`config.mk`:
```
export PLATFORM = sky130hd
export DESIGN_NAME = core_mem_arbiter
export DESIGN_NICKNAME = d
export VERILOG_FILES = /design/src/rtl/mc_pkg.sv /design/src/rtl/core_mem_arbiter_rr_pick.sv /design/src/rtl/core_mem_arbiter.sv
export SDC_FILE = /design/constraint.sdc
export NUM_CORES = 1
export LEC_CHECK = 0
export ABC_CLOCK_PERIOD_IN_PS = 6300
export BUFFER_PORTS_ARGS = -buffer_cell sky130_fd_sc_hd__buf_2
export CAP_MARGIN = 20
export CORE_ASPECT_RATIO = 1.4
export CORE_MARGIN = 10
export CORE_UTILIZATION = 37
export CTS_CLUSTER_SIZE = 28
export DETAILED_ROUTE_END_ITERATION = 8
export MAX_ROUTING_LAYER = met4
export PLACE_DENSITY = 0.88
export SLEW_MARGIN = 15
export SYNTH_ARGS = -nofsm -noshare
export SYNTH_HDL_FRONTEND = slang
export SYNTH_SLANG_ARGS = --single-unit
```
`constraint.sdc`:
```
create_clock -name clk -period 6.3 [get_ports clk]
set_input_delay 0 -clock clk [delete_from_list [all_inputs] [get_ports clk]]
set_output_delay 0 -clock clk [all_outputs]
set_load 0.01 [all_outputs]
```
`src/rtl/mc_pkg.sv`:
```
// mc_pkg: shared definitions for the core/host memory arbiter.
//   - arb_state_e : registered arbiter state encoding (IDLE/HOST/CORE/LOCK)
//   - MC_*        : default widths used as parameter defaults
//   - idx_w()     : index width for a requester count (never below 1)
package mc_pkg;

    localparam int MC_NUM_CORES = 4;
    localparam int MC_ADDR_W    = 12;
    localparam int MC_DATA_W    = 16;
    localparam int MC_CNT_W     = 16;

    typedef enum logic [1:0] {
        ARB_IDLE = 2'd0,   // no grant last cycle
        ARB_HOST = 2'd1,   // host granted last cycle
        ARB_CORE = 2'd2,   // core granted last cycle, unlocked
        ARB_LOCK = 2'd3    // core granted last cycle with core_lock set
    } arb_state_e;

    function automatic int idx_w(input int n);
        return (n <= 2) ? 1 : $clog2(n);
    endfunction

endpackage

```
`src/rtl/core_mem_arbiter_rr_pick.sv`:
```
// rr_pick: round-robin one-hot selector.
//   req [N]     : request vector
//   ptr [PTR_W] : index with highest priority this cycle (must be < N)
//   gnt [N]     : one-hot winner, zero when no request
// Search starts at ptr and wraps past N-1 back to 0.
module rr_pick
    import mc_pkg::*;
#(
    parameter int N     = MC_NUM_CORES,
    parameter int PTR_W = idx_w(N)
) (
    input  logic [N-1:0]     req,
    input  logic [PTR_W-1:0] ptr,
    output logic [N-1:0]     gnt
);

    logic             found;
    logic [PTR_W:0]   sum;
    logic [PTR_W-1:0] idx;

    always_comb begin
        gnt   = '0;
        found = 1'b0;
        sum   = '0;
        idx   = '0;
        for (int k = 0; k < N; k++) begin
            // one extra bit so ptr+k cannot overflow before the wrap
            sum = {1'b0, ptr} + (PTR_W+1)'(k);
            if (sum >= (PTR_W+1)'(N))
                sum = sum - (PTR_W+1)'(N);
            idx = sum[PTR_W-1:0];
            if (!found && req[idx]) begin
                gnt[idx] = 1'b1;
                found    = 1'b1;
            end
        end
    end

endmodule

```
`src/rtl/core_mem_arbiter.sv`:
```
// core_mem_arbiter: single-port memory arbiter between a host loader and
// NUM_CORES cores.
//   clk, rst_n                 : clock, async active-low reset
//   host_req/we/addr/wdata     : host access request
//   host_gnt                   : host accepted this cycle
//   core_req/we/lock           : per-core request, write enable, lock
//   core_addr/core_wdata       : per-core fields, core 0 at the LSBs
//   core_gnt                   : per-core grant (combinational)
//   core_rvalid/core_rdata     : read return one cycle after a core read
//   mem_en/we/addr/wdata       : memory command (muxed winner fields)
//   mem_rdata                  : synchronous-read data
//   arb_state                  : registered state (mc_pkg::arb_state_e)
//   conflict_cnt               : only with ARB_CONFLICT_CNT_EN defined;
//                                saturating count of cycles with >=2
//                                active requesters
// Priority: locked core (while in LOCK), host, then round-robin cores.
module core_mem_arbiter
    import mc_pkg::*;
#(
    parameter int NUM_CORES = MC_NUM_CORES,
    parameter int ADDR_W    = MC_ADDR_W,
    parameter int DATA_W    = MC_DATA_W
) (
    input  logic                        clk,
    input  logic                        rst_n,
    input  logic                        host_req,
    input  logic                        host_we,
    input  logic [ADDR_W-1:0]           host_addr,
    input  logic [DATA_W-1:0]           host_wdata,
    output logic                        host_gnt,
    input  logic [NUM_CORES-1:0]        core_req,
    input  logic [NUM_CORES-1:0]        core_we,
    input  logic [NUM_CORES-1:0]        core_lock,
    input  logic [NUM_CORES*ADDR_W-1:0] core_addr,
    input  logic [NUM_CORES*DATA_W-1:0] core_wdata,
    output logic [NUM_CORES-1:0]        core_gnt,
    output logic [NUM_CORES-1:0]        core_rvalid,
    output logic [DATA_W-1:0]           core_rdata,
    output logic                        mem_en,
    output logic                        mem_we,
    output logic [ADDR_W-1:0]           mem_addr,
    output logic [DATA_W-1:0]           mem_wdata,
    input  logic [DATA_W-1:0]           mem_rdata,
    output logic [1:0]                  arb_state
`ifdef ARB_CONFLICT_CNT_EN
    ,
    output logic [MC_CNT_W-1:0]         conflict_cnt
`endif
);

    localparam int IDX_W = idx_w(NUM_CORES);

    arb_state_e                         state;
    logic [IDX_W-1:0]                   rr_ptr;
    logic [IDX_W-1:0]                   lock_id;   // core granted last cycle
    logic [IDX_W-1:0]                   win_idx;
    logic [NUM_CORES-1:0]               rr_gnt;
    logic [NUM_CORES-1:0]               gnt_c;
    logic [NUM_CORES-1:0]               rd_pend;
    logic                               lock_hit;
    logic                               host_win;
    logic                               core_win;
    logic [NUM_CORES-1:0][ADDR_W-1:0]   addr_v;
    logic [NUM_CORES-1:0][DATA_W-1:0]   wdata_v;

    assign addr_v  = core_addr;
    assign wdata_v = core_wdata;

    rr_pick #(
        .N     (NUM_CORES),
        .PTR_W (IDX_W)
    ) u_rr_pick (
        .req (core_req),
        .ptr (rr_ptr),
        .gnt (rr_gnt)
    );

    // Grant resolution. Gated by rst_n so grants drop the moment reset
    // asserts, without waiting for a clock.
    always_comb begin
        lock_hit = (state == ARB_LOCK) && core_req[lock_id];
        host_win = 1'b0;
        gnt_c    = '0;
        if (!rst_n) begin
            gnt_c = '0;
        end else if (lock_hit) begin
            gnt_c[lock_id] = 1'b1;
        end else if (host_req) begin
            host_win = 1'b1;
        end else begin
            // lock silently released here if the owner stopped requesting
            gnt_c = rr_gnt;
        end
        core_win = |gnt_c;
        win_idx  = '0;
        for (int k = 0; k < NUM_CORES; k++)
            if (gnt_c[k]) win_idx = IDX_W'(k);
    end

    // Memory command mux; all-zero when nobody wins.
    always_comb begin
        mem_en    = 1'b0;
        mem_we    = 1'b0;
        mem_addr  = '0;
        mem_wdata = '0;
        if (host_win) begin
            mem_en    = 1'b1;
            mem_we    = host_we;
            mem_addr  = host_addr;
            mem_wdata = host_wdata;
        end else if (core_win) begin
            mem_en    = 1'b1;
            mem_we    = core_we[win_idx];
            mem_addr  = addr_v[win_idx];
            mem_wdata = wdata_v[win_idx];
        end
    end

    assign host_gnt = host_win;
    assign core_gnt = gnt_c;

    // State, round-robin pointer, lock owner and read-return tracking.
    always_ff @(posedge clk or negedge rst_n) begin
        if (!rst_n) begin
            state   <= ARB_IDLE;
            rr_ptr  <= '0;
            lock_id <= '0;
            rd_pend <= '0;
        end else begin
            rd_pend <= gnt_c & ~core_we;
            if (host_win) begin
                state <= ARB_HOST;
            end else if (core_win) begin
                state   <= core_lock[win_idx] ? ARB_LOCK : ARB_CORE;
                lock_id <= win_idx;
                rr_ptr  <= (win_idx == IDX_W'(NUM_CORES-1)) ? '0
                                                             : win_idx + 1'b1;
            end else begin
                state <= ARB_IDLE;
            end
        end
    end

    assign arb_state   = state;
    assign core_rvalid = rd_pend;
    // Read data is broadcast only while a core read is returning.
    assign core_rdata  = (|rd_pend) ? mem_rdata : '0;

`ifdef ARB_CONFLICT_CNT_EN
    logic [$clog2(NUM_CORES+2)-1:0] n_act;

    always_comb begin
        n_act = '0;
        if (host_req) n_act = n_act + 1'b1;
        for (int k = 0; k < NUM_CORES; k++)
            if (core_req[k]) n_act = n_act + 1'b1;
    end

    always_ff @(posedge clk or negedge rst_n) begin
        if (!rst_n)
            conflict_cnt <= '0;
        else if (n_act >= 2 && conflict_cnt != {MC_CNT_W{1'b1}})
            conflict_cnt <= conflict_cnt + 1'b1;
    end
`endif

endmodule

```
; Word level (Yosys, flattened, before mapping)
; Cells that the tools add are included.
[totals]
word_cells = 111
regBits = 10
[classes]
n_lt_le_gt_ge = 15
mux = 61
n_addsub = 8
bitwise = 6
eq_ne = 2
reduce_logical = 15
[op_table]
columns = operator, count
row1 = two-way mux 16 bit, 4
row2 = two-way mux 12 bit, 3
row3 = binary-select mux 16 bit (select 2 bit), 1
row4 = two-way mux 4 bit, 7
row5 = binary-select mux 12 bit (select 2 bit), 1
row6 = two-way mux 1 bit, 24
row7 = "< comparator 2 x 3 -> 1 bit, second input constant", 6
row8 = two-way mux 2 bit, 9
row9 = binary-select mux 1 bit (select 2 bit), 7
row10 = OR 4 bit, 3
row11 = demux 1 bit (select 2 bit), 5
row12 = "greater-or-equal comparator 2 x 1 -> 1 bit, second input constant", 5
row13 = "greater-or-equal comparator 3 bit, second input constant", 3
row14 = logical AND 1 bit, 9
row15 = OR reduction 4 bit, 2
row16 = "subtractor 2 x 1 -> 2 bit, second input constant", 4
row17 = "adder 2 x 2 -> 3 bit, second input constant", 2
row18 = AND 4 bit, 1
row19 = "equality test 2 bit, second input constant", 2
row20 = inverter 4 bit, 1
row21 = "adder 2 x 1 -> 3 bit, second input constant", 1
row22 = "greater-or-equal comparator 2 x 3 -> 1 bit, second input constant", 1
row23 = logical NOT 1 bit, 3
row24 = "adder 2 x 1 -> 2 bit, second input constant", 1
row25 = 2 further kinds, 2

; Longest topological paths before layout
[depth]
depth_word = 25
mapped_depth = 11

; Modules after synthesis
; Synthesis repeated with hierarchy kept, for this count alone.
[hier_totals]
hier_cells = 518
hier_area_um2 = 3559.7
[by_module_without_submodules]
columns = mod, n_inst, cells_each, area_each_um2
row1 = core_mem_arbiter, 1, 488, 3256.9
row2 = rr_pick, 1, 30, 302.8

; Worst setup path after synthesis
; OpenSTA, ideal clock, no wires.
[synth_timing]
path_type = reg2out
start = reg rr_ptr[0]
end = out mem_addr[10]
t_arrival_ps = 3075
required_time_ps = 6300
path_buffers = 1
slack_ps = 3225
stages_incl_launch_ff = 12
path_cell_list = dfrtp_1 inv_1 ha_1 mux4_2 nor2b_4 a221o_1 o311ai_4 inv_4 a211oi_4 buf_6 o221ai_2 nand3_1
[synth_lines]
columns = item, line_no
row1 = from (decl), core_mem_arbiter.sv:54  ; logic [IDX_W-1:0] rr_ptr;
row2 = from (signal assigned), core_mem_arbiter.sv:136  ; rr_ptr <= (win_idx == IDX_W'(NUM_CORES-1)) ? '0
row3 = branches (longest 13 deep; another with adder 2 x 1 -> 3 bit), -
row4 = two-way mux 4 bit (*), core_mem_arbiter_rr_pick.sv:32  ; if (!found && req[idx]) begin
row5 = two-way mux 4 bit (*), core_mem_arbiter.sv:88  ; end else if (host_req) begin
row6 = two-way mux 4 bit (*), core_mem_arbiter.sv:86  ; end else if (lock_hit) begin
row7 = two-way mux 4 bit (*), core_mem_arbiter.sv:84  ; if (!rst_n) begin
row8 = net core_gnt[2], core_mem_arbiter.sv:36  ; output logic [NUM_CORES-1:0] core_gnt,
row9 = two-way mux 2 bit (2 in series), core_mem_arbiter.sv:97  ; if (gnt_c[k]) win_idx = IDX_W'(k);
row10 = binary-select mux 12 bit (select 2 bit), core_mem_arbiter.sv:114  ; mem_addr = addr_v[win_idx];
row11 = two-way mux 12 bit (implied by the code), core_mem_arbiter.sv:114
row12 = two-way mux 12 bit (*), core_mem_arbiter.sv:111  ; end else if (core_win) begin
row13 = two-way mux 12 bit (*), core_mem_arbiter.sv:106  ; if (host_win) begin
row14 = to (decl), core_mem_arbiter.sv:41  ; output logic [ADDR_W-1:0] mem_addr,
; Mark *: on every way through the listed nets, which the timed path passes. The select of a mux whose other input is x is not followed.

; Worst setup path in the final report
[layout_timing]
start = reg rr_ptr[0]
end = out mem_wdata[13]
[layout_via]
elab_chain_cells = 24
[layout_lines]
columns = item, line_no
row1 = branches (longest 13 deep; another with adder 2 x 1 -> 3 bit), -
row2 = two-way mux 4 bit (*), core_mem_arbiter_rr_pick.sv:32
row3 = two-way mux 4 bit (*), core_mem_arbiter.sv:88
row4 = two-way mux 4 bit (*), core_mem_arbiter.sv:86
row5 = two-way mux 4 bit (*), core_mem_arbiter.sv:84
row6 = two-way mux 1 bit, core_mem_arbiter.sv:97
row7 = two-way mux 2 bit (2 in series), core_mem_arbiter.sv:97
row8 = binary-select mux 16 bit (select 2 bit), core_mem_arbiter.sv:115  ; mem_wdata = wdata_v[win_idx];
row9 = two-way mux 16 bit (implied by the code), core_mem_arbiter.sv:115
row10 = two-way mux 16 bit (*), core_mem_arbiter.sv:111
row11 = two-way mux 16 bit (*), core_mem_arbiter.sv:106
row12 = to (decl), core_mem_arbiter.sv:42  ; output logic [DATA_W-1:0] mem_wdata,
; Every way passes the cells marked *. The select of a mux whose other input is x is not followed.

==> flow_metrics.env <==
export IMPL_fmaxAchievable_ghz=0.2397
export IMPL_gr_total_overflow=0
export IMPL_final_util=0.6352
export IMPL_vias=2995
export IMPL_rsz0062_at_grt="false"
export IMPL_syn_area_per_cell_um2=8.183
export IMPL_grt_pass1_vias=3251
export IMPL_cts_resized=0
export IMPL_end_kind="output port"
export IMPL_clock_latency_ns=0.23
export IMPL_final_cell_mix="buf_2 (228), nand2_1 (36), nand3_1 (31), a22oi_1 (29), o221ai_2 (20)"
export IMPL_placedCellCount=519
export IMPL_syn2layout_area_growth_pct=67.56
export IMPL_ir_worst_vdd_v=0.0001365
export IMPL_rr_endpoint="rr_ptr[0]"
export IMPL_path_cells="inv_1, ha_1, mux4_2, nor2b_4, a221o_2, o311a_2, a21oi_4, buf_8, buf_8, o221ai_2, nand3_1, buf_2"
export IMPL_min_period_over_period=0.6623
export IMPL_worstSetupStartpointType="flip-flop"
export IMPL_yosysWarnings=0
export IMPL_coreArea_um2=5159
export IMPL_port_buffers=228
export IMPL_drtPass1Iterations=4
export IMPL_maxCapViolations=0
export IMPL_syn_nets=419
export IMPL_layout_commonest_cell="buf_2"
export IMPL_die_x_um=81.45
export IMPL_grt_use_total=0.2419
export IMPL_initialDrtViolationCount=146
export IMPL_cts_root_buf="clkbuf_8"
export IMPL_endpoint="mem_wdata[13]"
export IMPL_grt_start_max_net_pins=41
export IMPL_multiInputGateArea_um2=1603
export IMPL_gp_congestion=0.9893
export IMPL_drive_gt1_frac=0.5961
export IMPL_drc=0
export IMPL_antenna_found_initial=0
export IMPL_drtAntennaViolNets=0
export IMPL_start_util=0.3791
export IMPL_dieArea_um2=8635
export IMPL_wirelength_um=11010
export IMPL_relSlewSlack=0.3949
export IMPL_cts_tree="built"
export IMPL_yosysTopAreaCell="o221ai_2"
export IMPL_n_fill_cell=458
export IMPL_fin_worst_skew_ns=0.006572
export IMPL_finalMaxSlewViolations=0
export IMPL_reg2regPathDepth=10
export IMPL_dp_hpwl_um=9214
export IMPL_worstPathMaxFanout=40
export IMPL_synth_top_area_share=0.1536
export IMPL_cpPeakStageDelay_ns=0.66
export IMPL_clockBufferDepth=2
export IMPL_worst_pin_slew_ns=0.9077
export IMPL_ys_ff_latch=10
export IMPL_yosys_top_cells_area="o221ai_2 (15%), dfrtp_1 (13%), a22oi_1 (11%), nand3_1 (7.9%), nand2_1 (6.9%)"
export IMPL_fin_crit_ns=4.173
export IMPL_die_h_um=106.0
export IMPL_syn_instance_count=239
export IMPL_final_cell_area_um2=3277
export IMPL_cp_arrival_ns=4.17
export IMPL_power_density_nw_per_um2=332.7
export IMPL_htree_levels=1
export IMPL_yosysSeqAreaShare=0.1280
export IMPL_tns_ns=0
export IMPL_outcome="completed"
export IMPL_cts_sinks=10
export IMPL_hold_violations=0
export IMPL_required_ns=6.30
export IMPL_path_class="flip-flop to output port"
export IMPL_final_nets=644
export IMPL_r2r_slack_ns=2.48
export IMPL_cts_buffers_inserted=3
export IMPL_diodes=0
export IMPL_path_clk_slew_ns=0.05
export IMPL_synthesis_area_um2=1956
export IMPL_hp_class="primary input to asynchronous set/reset pin"
export IMPL_setup_viol=0
export IMPL_cp_slowest_cell="o311a_2"
export IMPL_crit_top_cell="buf_8"
export IMPL_critPathLaunch="rr_ptr[0]"
export IMPL_grt_first_pass_wirelength_um=16450
export IMPL_io_pins=229
export IMPL_regArea_um2=250.2
export IMPL_wl_per_cell_um=20.81
export IMPL_p_leak_uw=0.001772
export IMPL_rows=31
export IMPL_vias_per_cell=5.662
export IMPL_r2r_start="rr_ptr[0]"
export IMPL_ys_types=44
export IMPL_fin_cells=529
export IMPL_placedInstanceArea_um2=3148
per-layer routing:
metal | up-vias | global-route usage | share of wire
li1 | 1392 | - | -
met1 | 1389 | 0.2420 | 0.34
met2 | 190 | 0.4394 | 0.52
met3 | 24 | 0.07167 | 0.10
met4 | 0 | 0.05955 | 0.028
met5 | - | - | 0
timing repair:
item                                   4_1_cts  5_1_grt
hold buffers                                 6        0
endpoints found under the hold margin       15        0
setup buffers                                0        0
power by group:
group / switching, µW / internal (µW)
sequential: 38.4 / 86.8
combinational: 514 / 372
clock: 24.4 / 54.9
layout make-up:
| class | instances | share of cell area |
|---|---|---|
| multi-input cells | 202 | 0.4891 |
| inverters | 8 | 0.009927 |
| well taps | 66 | 0.02520 |
| flip-flops and latches | 10 | 0.07637 |
| repair buffers | 239 | 0.3826 |
| clock buffers | 4 | 0.01680 |
state kept, by name, summed over array words and instances, names as in the netlist:
signal / count
rr_ptr: 2
core_rvalid: 4
lock_id: 2
arb_state: 2
worst min path at each step:
stage	endpoint	depth (start not counted)	slack, ns	start
final	rr_ptr[0]	2	0.21	rst_n
after global routing	arb_state[0]	2	0.24	rst_n
after CTS	rr_ptr[0]	2	0.20	rst_n
after detailed placement	rr_ptr[0]	1	-0.09	rst_n
after global placement	rr_ptr[0]	1	-0.09	rst_n
after floorplan	arb_state[0]	0	-0.30	rst_n
stage by stage:
step / hold slack, ns / total power (µW) / setup slack, ns
after floorplan: -0.2956 / 683.2 / 3.225
after global placement: -0.09280 / 957.4 / 2.245
after detailed placement: -0.08953 / 1004 / 2.238
after CTS: 0.2021 / 1086 / 1.980
after global routing: 0.2364 / 1180 / 1.872
final: 0.2098 / 1090 / 2.127
cell usage after synthesis, drive strengths merged:
| master | n |
|---|---|
| nand2 | 36 |
| nand3 | 31 |
| a22oi | 29 |
| o221ai | 28 |
| nor2b | 18 |
| buf | 11 |
| dfrtp | 10 |
| nor2 | 10 |
| clkbuf | 8 |
| ha | 8 |
| inv | 8 |
| o21ai | 5 |
| mux4 | 4 |
| mux2i | 3 |
| a211o | 2 |
| a21o | 2 |
| a21oi | 2 |
| a221o | 2 |
| a31o | 2 |
| and2 | 2 |
| and3 | 2 |
| nor3 | 2 |
| nor4b | 2 |
| o311a | 2 |
| a2111oi | 1 |
| a211oi | 1 |
| a21boi | 1 |
| a221oi | 1 |
| a31oi | 1 |
| nand3b | 1 |
| nor4 | 1 |
| o221a | 1 |
| o22ai | 1 |
| o311ai | 1 |
critical path, delay by kind of cell (launching register included):
kind | cells | cell delay (ns)
muxes | 1 | 0.34
adders and majority gates | 1 | 0.36
buffers and inverters | 4 | 0.73
DFF | 1 | 0.56
AOI/OAI and AO/OA | 4 | 1.60
and+or+nand+nor | 2 | 0.32
logic make-up after synthesis:
| logic type | count (synthesis) | synth area share |
|---|---|---|
| buffers and inverters | 27 | 0.07038 |
| muxes | 7 | 0.06142 |
| adders and majority gates | 8 | 0.05119 |
| and+or+nand+nor | 105 | 0.2751 |
| AOI/OAI and AO/OA | 82 | 0.4140 |
| DFF | 10 | 0.1280 |
Power figures use the tool's default switching activity.
